[src/rtl/rx_ts_lane_qualifier.sv]
// Per-lane training-set qualifier: counts consecutive matching TS per lane
// and ends a run on success, empty mask or (with RX_TS_QUAL_TIMEOUT_EN) timeout.
module rx_ts_lane_qualifier #(
    parameter int LANES     = 16,
    parameter int CNT_WIDTH = 5,
    parameter int TO_WIDTH  = 24
) (
    input  logic                 clk,
    input  logic                 reset,
    input  logic                 start,
    input  logic [LANES-1:0]     lane_mask,
    input  logic [CNT_WIDTH-1:0] threshold,
    input  logic [1:0]           mode,
    input  logic [TO_WIDTH-1:0]  timeout_cycles,
    input  logic [LANES-1:0]     os_valid,
    input  logic [LANES-1:0]     os_match,
    input  logic [8*LANES-1:0]   os_link_num,
    input  logic [8*LANES-1:0]   os_rate_id,
    output logic                 busy,
    output logic                 done,
    output logic [1:0]           result,
    output logic [LANES-1:0]     qualified_lanes,
    output logic [7:0]           link_num_out,
    output logic [7:0]           rate_id_out
);

    typedef enum logic [1:0] {
        S_IDLE,
        S_RUN,
        S_DONE
    } state_t;

    state_t r_state;
    state_t w_next;

    logic [LANES-1:0]                r_mask;
    logic [CNT_WIDTH-1:0]            r_thr;
    logic [1:0]                      r_mode;
    logic [LANES-1:0][CNT_WIDTH-1:0] r_cnt;
    logic [LANES-1:0][7:0]           r_link;
    logic [LANES-1:0][7:0]           r_rate;
    logic [LANES-1:0]                r_qual;
    logic [1:0]                      r_result;
    logic [7:0]                      r_link_out;
    logic [7:0]                      r_rate_out;

    logic [LANES-1:0][CNT_WIDTH-1:0] w_cnt_nxt;
    logic [LANES-1:0][7:0]           w_link_nxt;
    logic [LANES-1:0][7:0]           w_rate_nxt;
    logic [LANES-1:0]                w_qual_nxt;
    logic [5:0]                      w_nq;
    logic [5:0]                      w_nm;
    logic                            w_success;
    logic                            w_timeout;
    logic                            w_fin;
    logic [1:0]                      w_code;
    logic [7:0]                      w_lo_link;
    logic [7:0]                      w_lo_rate;

`ifdef RX_TS_QUAL_TIMEOUT_EN
    logic [TO_WIDTH-1:0] r_to;
    logic [TO_WIDTH-1:0] r_timer;
    logic [TO_WIDTH-1:0] w_to_last;

    assign w_to_last = r_to - TO_WIDTH'(1);
    assign w_timeout = (r_timer == w_to_last);

    // Run-length timer, restarted by every start
    always_ff @(posedge clk or negedge reset) begin
        if (!reset) begin
            r_to    <= '0;
            r_timer <= '0;
        end else if (start) begin
            r_to    <= timeout_cycles;
            r_timer <= '0;
        end else if (r_state == S_RUN) begin
            r_timer <= r_timer + TO_WIDTH'(1);
        end
    end
`else
    logic w_unused_to;
    assign w_unused_to = ^timeout_cycles;
    assign w_timeout   = 1'b0;
`endif

    // Per-lane counter, stored link/rate pair and sticky flag update
    always_comb begin
        w_cnt_nxt  = r_cnt;
        w_link_nxt = r_link;
        w_rate_nxt = r_rate;
        w_qual_nxt = r_qual;
        for (int i = 0; i < LANES; i++) begin
            if (r_mask[i] && os_valid[i]) begin
                if (!os_match[i]) begin
                    w_cnt_nxt[i] = '0;
                end else if (os_link_num[8*i +: 8] == r_link[i] &&
                             os_rate_id[8*i +: 8] == r_rate[i]) begin
                    if (r_cnt[i] < r_thr)
                        w_cnt_nxt[i] = r_cnt[i] + CNT_WIDTH'(1);
                end else begin
                    w_cnt_nxt[i]  = CNT_WIDTH'(1);
                    w_link_nxt[i] = os_link_num[8*i +: 8];
                    w_rate_nxt[i] = os_rate_id[8*i +: 8];
                end
            end
            if (r_mask[i] && w_cnt_nxt[i] >= r_thr)
                w_qual_nxt[i] = 1'b1;
        end
    end

    // Success decision on the registered flags, plus lowest qualified lane
    always_comb begin
        w_nq      = '0;
        w_nm      = '0;
        w_lo_link = '0;
        w_lo_rate = '0;
        for (int i = 0; i < LANES; i++) begin
            w_nq = w_nq + 6'(r_qual[i]);
            w_nm = w_nm + 6'(r_mask[i]);
        end
        for (int i = LANES - 1; i >= 0; i--) begin
            if (r_qual[i]) begin
                w_lo_link = r_link[i];
                w_lo_rate = r_rate[i];
            end
        end
        case (r_mode)
            2'd1:    w_success = |r_qual;
            2'd2:    w_success = {w_nq, 1'b0} > {1'b0, w_nm};
            default: w_success = ((r_qual & r_mask) == r_mask);
        endcase
    end

    // Run controller: next state and end-of-run code
    always_comb begin
        w_next = r_state;
        w_fin  = 1'b0;
        w_code = 2'b00;
        case (r_state)
            S_RUN: begin
                if (r_mask == '0) begin
                    w_fin  = 1'b1;
                    w_code = 2'b11;
                end else if (w_success) begin
                    w_fin  = 1'b1;
                    w_code = 2'b01;
                end else if (w_timeout) begin
                    w_fin  = 1'b1;
                    w_code = 2'b10;
                end
                if (w_fin)
                    w_next = S_DONE;
            end
            S_DONE:  w_next = S_IDLE;
            default: w_next = S_IDLE;
        endcase
        if (start)
            w_next = S_RUN;
    end

    // State register
    always_ff @(posedge clk or negedge reset) begin
        if (!reset)
            r_state <= S_IDLE;
        else
            r_state <= w_next;
    end

    // Config sampling, lane state and result capture
    always_ff @(posedge clk or negedge reset) begin
        if (!reset) begin
            r_mask     <= '0;
            r_thr      <= '0;
            r_mode     <= '0;
            r_cnt      <= '0;
            r_link     <= '0;
            r_rate     <= '0;
            r_qual     <= '0;
            r_result   <= '0;
            r_link_out <= '0;
            r_rate_out <= '0;
        end else if (start) begin
            r_mask     <= lane_mask;
            r_thr      <= (threshold == '0) ? CNT_WIDTH'(1) : threshold;
            r_mode     <= mode;
            r_cnt      <= '0;
            r_link     <= '0;
            r_rate     <= '0;
            r_qual     <= '0;
            r_result   <= '0;
            r_link_out <= '0;
            r_rate_out <= '0;
        end else if (r_state == S_RUN) begin
            r_cnt  <= w_cnt_nxt;
            r_link <= w_link_nxt;
            r_rate <= w_rate_nxt;
            r_qual <= w_qual_nxt;
            if (w_fin) begin
                r_result   <= w_code;
                r_link_out <= w_lo_link;
                r_rate_out <= w_lo_rate;
            end
        end
    end

    assign busy            = (r_state == S_RUN);
    assign done            = (r_state == S_DONE);
    assign result          = r_result;
    assign qualified_lanes = r_qual;
    assign link_num_out    = r_link_out;
    assign rate_id_out     = r_rate_out;

endmodule

[config.mk]
export PLATFORM = sky130hd
export DESIGN_NAME = rx_ts_lane_qualifier
export DESIGN_NICKNAME = d
export VERILOG_FILES = /design/src/rtl/rx_ts_lane_qualifier.sv
export SDC_FILE = /design/constraint.sdc
export NUM_CORES = 1
export LEC_CHECK = 0
export ABC_AREA = 1
export BUFFER_PORTS_ARGS = -buffer_cell sky130_fd_sc_hd__buf_2
export CORE_MARGIN = 4
export CORE_UTILIZATION = 25
export DETAILED_ROUTE_END_ITERATION = 6
export GPL_ROUTABILITY_DRIVEN = 0
export HOLD_SLACK_MARGIN = 0.03
export PLACE_DENSITY_LB_ADDON = 0.12
export SLEW_MARGIN = 20
export SYNTH_ARGS = -nofsm -noshare
export SYNTH_HDL_FRONTEND = slang
export SYNTH_SLANG_ARGS = --single-unit
[constraint.sdc]
create_clock -name clk -period 4.7 [get_ports clk]
set_input_delay 0.705 -clock clk [delete_from_list [all_inputs] [get_ports clk]]
set_output_delay 0.705 -clock clk [all_outputs]
set_load 0.01 [all_outputs]
* Word level (Yosys, flattened, before mapping)
Index checks and enable logic that the tools add are counted.
** Storage, ports and cells
- Register bits after elaboration :: 395
- Bits of input ports :: 338
- Output and inout port bits :: 36
- Logic and storage cells :: 575
** Cells by class
- $add $sub $neg :: 46
- Order comparisons :: 33
- Eq/ne operators :: 54
- Multiplexer cells :: 236
- Bitwise operators :: 1
- Reduce and logical (&&, ||, !) cells :: 134
** Operators with widths (count)
- $mux W8 :: 134
- $mux W128 :: 4
- $mux W5 :: 65
- $eq A8 B8 Y1 :: 32
- $mux W80 :: 2
- $add A6 B1 Y6 :: 20
- $reduce_bool A2 Y1 :: 50
- $add A5 B1 Y5 const B :: 16
- $ge A5 B5 Y1 :: 16
- $lt A5 B5 Y1 :: 16
- $reduce_and A4 Y1 :: 16
- $logic_and A1 B1 Y1 :: 48
- $reduce_and A2 Y1 :: 17
- $mux W16 :: 2
- $ne A2 B2 Y1 const B :: 16
- $mux W1 :: 21
- $and A16 B16 Y16 :: 1
- $eq A16 B16 Y1 :: 1
- $logic_not A16 Y1 :: 1
- $reduce_or A16 Y1 :: 1
- $mux W2 :: 7
- $add A5 B1 Y6 :: 2
- $add A4 B1 Y5 :: 2
- $add A3 B1 Y4 :: 2
- other kinds (8) :: 12

* Longest topological paths before layout
- Depth in word-level cells :: 24
- Gate-level depth with buffers :: 28
- Depth with buffers taken out :: 25

* Worst setup path after synthesis
Ideal clock, no wire load.
- Kind :: reg2reg
- Start point :: register r_qual[5] (netlist: qualified_lanes[5])
- End point :: register r_rate_out[0] (netlist: rate_id_out[0])
- Setup time :: 0.065 ns
- Arrival :: 5.090 ns
- Required time :: 4.635 ns
- Slack :: -0.455 ns
- Stages on the path, launching flop included :: 27
- Buffers on the path :: 3
- Clock period less this slack :: 5.155 ns
- Path through :: dfrtp_1 buf_2 clkbuf_1 inv_1 fa_1 fa_1 fa_1 fa_1 inv_1 ha_1 inv_1 fa_1 xnor2_1 ha_1 nand2_1 o21ai_0 o31ai_1 o211ai_1 nand2_1 nand2_1 clkinv_1 o21ai_2 nand2_2 buf_4 nor2_1 nand2_1 nand2_1
** Between the ends
- Word-level cells in the longest chain between the ends :: 19
- Elaborated cells between the ends (all ways) :: 31
- Those cells by class :: add/sub (11); order compare (1); eq/ne (1); mux (14); bitwise (1); reduce/logical (3)
** RTL lines
- from (decl) :: RTL line 42 : logic [LANES-1:0] r_qual;
- from (signal assigned) :: RTL line 197 : r_qual <= w_qual_nxt;
- $add A5 B1 Y6 :: RTL line 118 : w_nq = w_nq + 6'(r_qual[i]);
- $add A6 B1 Y6 (10 in a row) :: RTL line 118
- $gt A7 B6 Y1 :: RTL line 129 : 2'd2: w_success = {w_nq, 1'b0} > {1'b0, w_nm};
- $pmux W1 S2 :: RTL line 127 : case (r_mode)
- $mux W1 :: RTL line 144 : end else if (w_success) begin
- $mux W1 :: RTL line 141 : if (r_mask == '0) begin
- $mux W1 (2 in a row) :: RTL line 139 : case (r_state)
- $reduce_bool A2 Y1 (no source line)
- $reduce_and A2 Y1 (no source line)
- to (signal assigned) :: RTL line 201 : r_rate_out <= w_lo_rate;
- to (decl) :: RTL line 45 : logic [7:0] r_rate_out;
Parallel ways exist; a longest one is shown, timed or not. The select of a mux whose other input is x is not followed.
A chain may end at the register's enable or synchronous reset.

* Worst setup path after layout
- Start point :: register r_qual[7] (netlist: qualified_lanes[7])
- End point :: register r_rate_out[1] (netlist: rate_id_out[1])
** Between the ends
- Word-level cells in the longest chain between the ends :: 17
- Elaborated cells between the ends (all ways) :: 31
- Those cells by class :: add/sub (9); order compare (1); eq/ne (1); mux (16); bitwise (1); reduce/logical (3)
** RTL lines (RTL line)
- $add A6 B1 Y6 (9 in a row) :: 118
- $gt A7 B6 Y1 :: 129
- $pmux W1 S2 :: 127
- $mux W1 :: 144
- $mux W1 :: 141
- $mux W1 (2 in a row) :: 139
- $reduce_bool A2 Y1 (no source line)
- $reduce_and A2 Y1 (no source line)
Parallel ways exist; a longest one is shown, timed or not. The select of a mux whose other input is x is not followed.

==> results.json <==
{
  "cp_top_family": "adder cells",
  "dieArea_sq_um": 114300,
  "slowest_delay_ns": 0.55,
  "clk_latency_ns": 0.66,
  "async_flop_share_pct": 100.0,
  "initial_core_util_pct": 25.30,
  "min_path_type": "in -> async",
  "cellPowerDensity_nw_per_um2": 329.6,
  "finalWirelength_mm": 116.3,
  "cap_violations": 0,
  "yosysMostFrequentCell": "nand2_1",
  "cts.path.max_buffers": 3,
  "synthCells": 3670,
  "dp_hpwl_mm": 88.40,
  "final.min_clock_period_ns": 4.919,
  "end_kind": "flip-flop",
  "switching_share_pct": 34.37,
  "period_share_pct": 104.7,
  "root_buffer": "clkbuf_16",
  "crit_fanout": 17,
  "r2r_start": "qualified_lanes[7]$_DFFE_PN0P_",
  "wire_per_inst_microns": 21.19,
  "gr-total-overflow": 0,
  "drc_errors": 0,
  "violations": "setup timing",
  "p_total_uw": 10870,
  "fmax_mhz": 203.3,
  "vdd_drop_max_uv": 273.6,
  "leakagePower_uw": 0.01634,
  "synth_edf_count": 0,
  "vias": 26180,
  "die_x_microns": 338.1,
  "cp-start-kind": "flip-flop",
  "combPwrFrac_pct": 25.1,
  "cts_sinks": 395,
  "yosys_most_used_dff": "dfrtp_1",
  "drt_iter0_drc": 1815,
  "worstPathRequired_ns": 5.28,
  "status": "finished, violations left",
  "pwr-share-clk_pct": 40.9,
  "rsz0062_at_grt": "true",
  "path_clk_slew_ns": 0.06,
  "drive_above_1_share_pct": 14.33,
  "critPathKind": "reg -> reg",
  "ys_ff_latch": 395,
  "slew_viol_final": 0,
  "ys_seq_area_share_pct": 36.29,
  "netlist.area_leader.share_pct": 36.29,
  "grt_pass1_vias": 26080,
  "io_pins": 374,
  "synth_commonest_cells": "nand2_1, inv_1, dfrtp_1",
  "yosys_warnings": 0,
  "cts_buffers": 54,
  "rows": 120,
  "rrSetupSlack_ns": -0.22,
  "layout_setup_ws_ns": -0.2192,
  "pwr-share-seq_pct": 34.0,
  "portBuffers": 349,
  "cts_tree": "built",
  "p_int_uw": 7136,
  "syn_nets": 4206,
  "finalClockSkew_ns": 0.03444,
  "die_h_microns": 338.1,
  "ff2ff_path_depth": 23,
  "cp_slowest_cell": "fa_1",
  "grt_use_total_pct": 19.95,
  "syn_to_final_growth_pct": 21.11,
  "pre_cts_ws_ns": -0.3151,
  "dr.pass1.iters": 5,
  "critical_path_arrival_ns": 5.50,
  "final_util_pct": 30.64,
  "reg2reg_to": "rate_id_out[1]$_DFFE_PN0P_",
  "yosysUniqueCellTypes": 44,
  "grt_antenna_before_repair": 23,
  "p_sw_uw": 3737,
  "crit_chain": "inv_4 -> fa_1 -> fa_1 -> fa_1 -> fa_1 -> inv_1 -> ha_2 -> inv_2 -> fa_2 -> inv_2 -> ha_4 -> nand2_1 -> o31ai_2 -> o211ai_1 -> nand2_1 -> nand2_2 -> clkinv_2 -> o21ai_4 -> buf_12 -> a21oi_4 -> buf_12 -> nand2_1 -> nand2_1",
  "yosys-top-cells-area": "dfrtp_1, nand2_1, ha_1",
  "hold_viol_final": 0,
  "core_area_sq_um": 107700,
  "grt_pass1_wl_mm": 170.7,
  "finalSetupViolCount": 17,
  "viasPerCell": 4.770,
  "final_nets": 4577,
  "synthesis.area_sq_um": 27240,
  "grt_max_degree": 87,
  "crit_buf_inv": 7,
  "synth_area_leader_cell": "dfrtp_1",
  "htreeDepth": 2,
  "relSlewSlack_pct": 30.29,
  "worst_pin_slew_ns": 1.038,
  "syn_area_per_cell_sq_um": 7.421,
  "ant_nets": 0
}
layout make-up:
type | count | area (sq um)
timing repair buffer | 441 | 2535
clock buffer | 76 | 1544
sequential | 395 | 9884
multi-input combinational | 2560 | 14730
inverter | 589 | 2222
clock inverter | 21 | 309.0
tap | 1403 | 1755
antenna | 4 | 10.01
fill | 11770 | 74670
layer usage:
| metal | routed length, microns | track usage [%] |
|---|---|---|
| met1 | 55400 | 28.38 |
| met2 | 52550 | 31.84 |
| met3 | 5654 | 2.853 |
| met4 | 2702 | 4.950 |
| met5 | 27 | 0 |
cell families after synthesis:
family | synth area share, %
simple gates | 22.49
xor+xnor | 5.788
buf+inv | 10.07
flops | 36.29
compound gates | 15.71
fa+ha+maj | 9.647
power groups by stage:
stage          sequential (uW)  clock (uW)  combinational (uW)
2_1_floorplan             3730           0                1460
3_3_place_gp              3750           0                2610
3_5_place_dp              3750           0                2600
4_1_cts                   3690        4600                2720
5_1_grt                   3710        4720                3070
6_report                  3690        4450                2730
flip-flops by register name, indices dropped and copies added (netlist names):
| name | flops |
|---|---|
| r_link | 128 |
| r_rate | 128 |
| r_cnt | 80 |
| qualified_lanes | 16 |
| r_mask | 16 |
| link_num_out | 8 |
| rate_id_out | 8 |
| r_thr | 5 |
| r_mode | 2 |
| r_state | 2 |
| result | 2 |
how the worst max path moves through the flow:
stage	from	slack, ns	to	depth (start not counted)
after global placement	r_mask[0]$_DFFE_PN0P_	-0.30	rate_id_out[2]$_DFFE_PN0P_	21
after CTS	qualified_lanes[7]$_DFFE_PN0P_	-0.21	rate_id_out[1]$_DFFE_PN0P_	24
after detailed placement	r_mask[0]$_DFFE_PN0P_	-0.32	link_num_out[6]$_DFFE_PN0P_	21
after global routing	qualified_lanes[7]$_DFFE_PN0P_	-0.43	rate_id_out[6]$_DFFE_PN0P_	23
after floorplan	qualified_lanes[7]$_DFFE_PN0P_	-0.17	rate_id_out[0]$_DFFE_PN0P_	26
final	qualified_lanes[7]$_DFFE_PN0P_	-0.22	rate_id_out[1]$_DFFE_PN0P_	23
worst register-to-register path, stage by stage (launching register included):
cell and delay (ns):
dfrtp_1 0.39, inv_4 0.05, fa_1 0.55, fa_1 0.45, fa_1 0.54, fa_1 0.42
inv_1 0.08, ha_2 0.18, inv_2 0.04, fa_2 0.52, inv_2 0.05, ha_4 0.27
nand2_1 0.07, o31ai_2 0.20, o211ai_1 0.13, nand2_1 0.11, nand2_2 0.06, clkinv_2 0.08
o21ai_4 0.05, buf_12 0.16, a21oi_4 0.17, buf_12 0.17, nand2_1 0.07, nand2_1 0.06
repair_timing:
item	in CTS	in global routing
buffers inserted	2	0
endpoints found under the setup margin	19	20
cloned	1	0
resized for setup	9	8
pin swaps	2	0
hold buffers	0	0
layout by cell type (no fill, tap or decap), drive strengths merged, types with 11 or more instances in the layout:
| cell | Yosys | final |
|---|---|---|
| nand2 | 778 | 779 |
| inv | 587 | 586 |
| buf | 45 | 440 |
| dfrtp | 395 | 395 |
| nand3 | 330 | 330 |
| o21ai | 264 | 264 |
| a21oi | 254 | 254 |
| ha | 178 | 178 |
| nor2 | 152 | 152 |
| o22ai | 151 | 151 |
| xnor2 | 115 | 115 |
| clkbuf | 82 | 77 |
| xor2 | 65 | 65 |
| nand4 | 62 | 62 |
| nor3 | 51 | 51 |
| o2111ai | 26 | 26 |
| nor4 | 25 | 25 |
| fa | 20 | 20 |
| o21bai | 16 | 16 |
| clkinv | 2 | 16 |
| or2 | 15 | 15 |
| a221oi | 11 | 11 |
per-stage QoR:
step	std cells	TNS, ns	hold slack [ns]	area (sq um)
final	5489	-3.442	0.1258	32990
after global routing	5487	-7.053	0.1723	32980
after CTS	5484	-3.287	0.1186	32930
after detailed placement	5384	-5.170	0.4646	30970
after global placement	5384	-5.006	0.4605	30970
after floorplan	3670	-2.585	0.4094	27290
No activity file was read; power rests on OpenSTA's default activity.
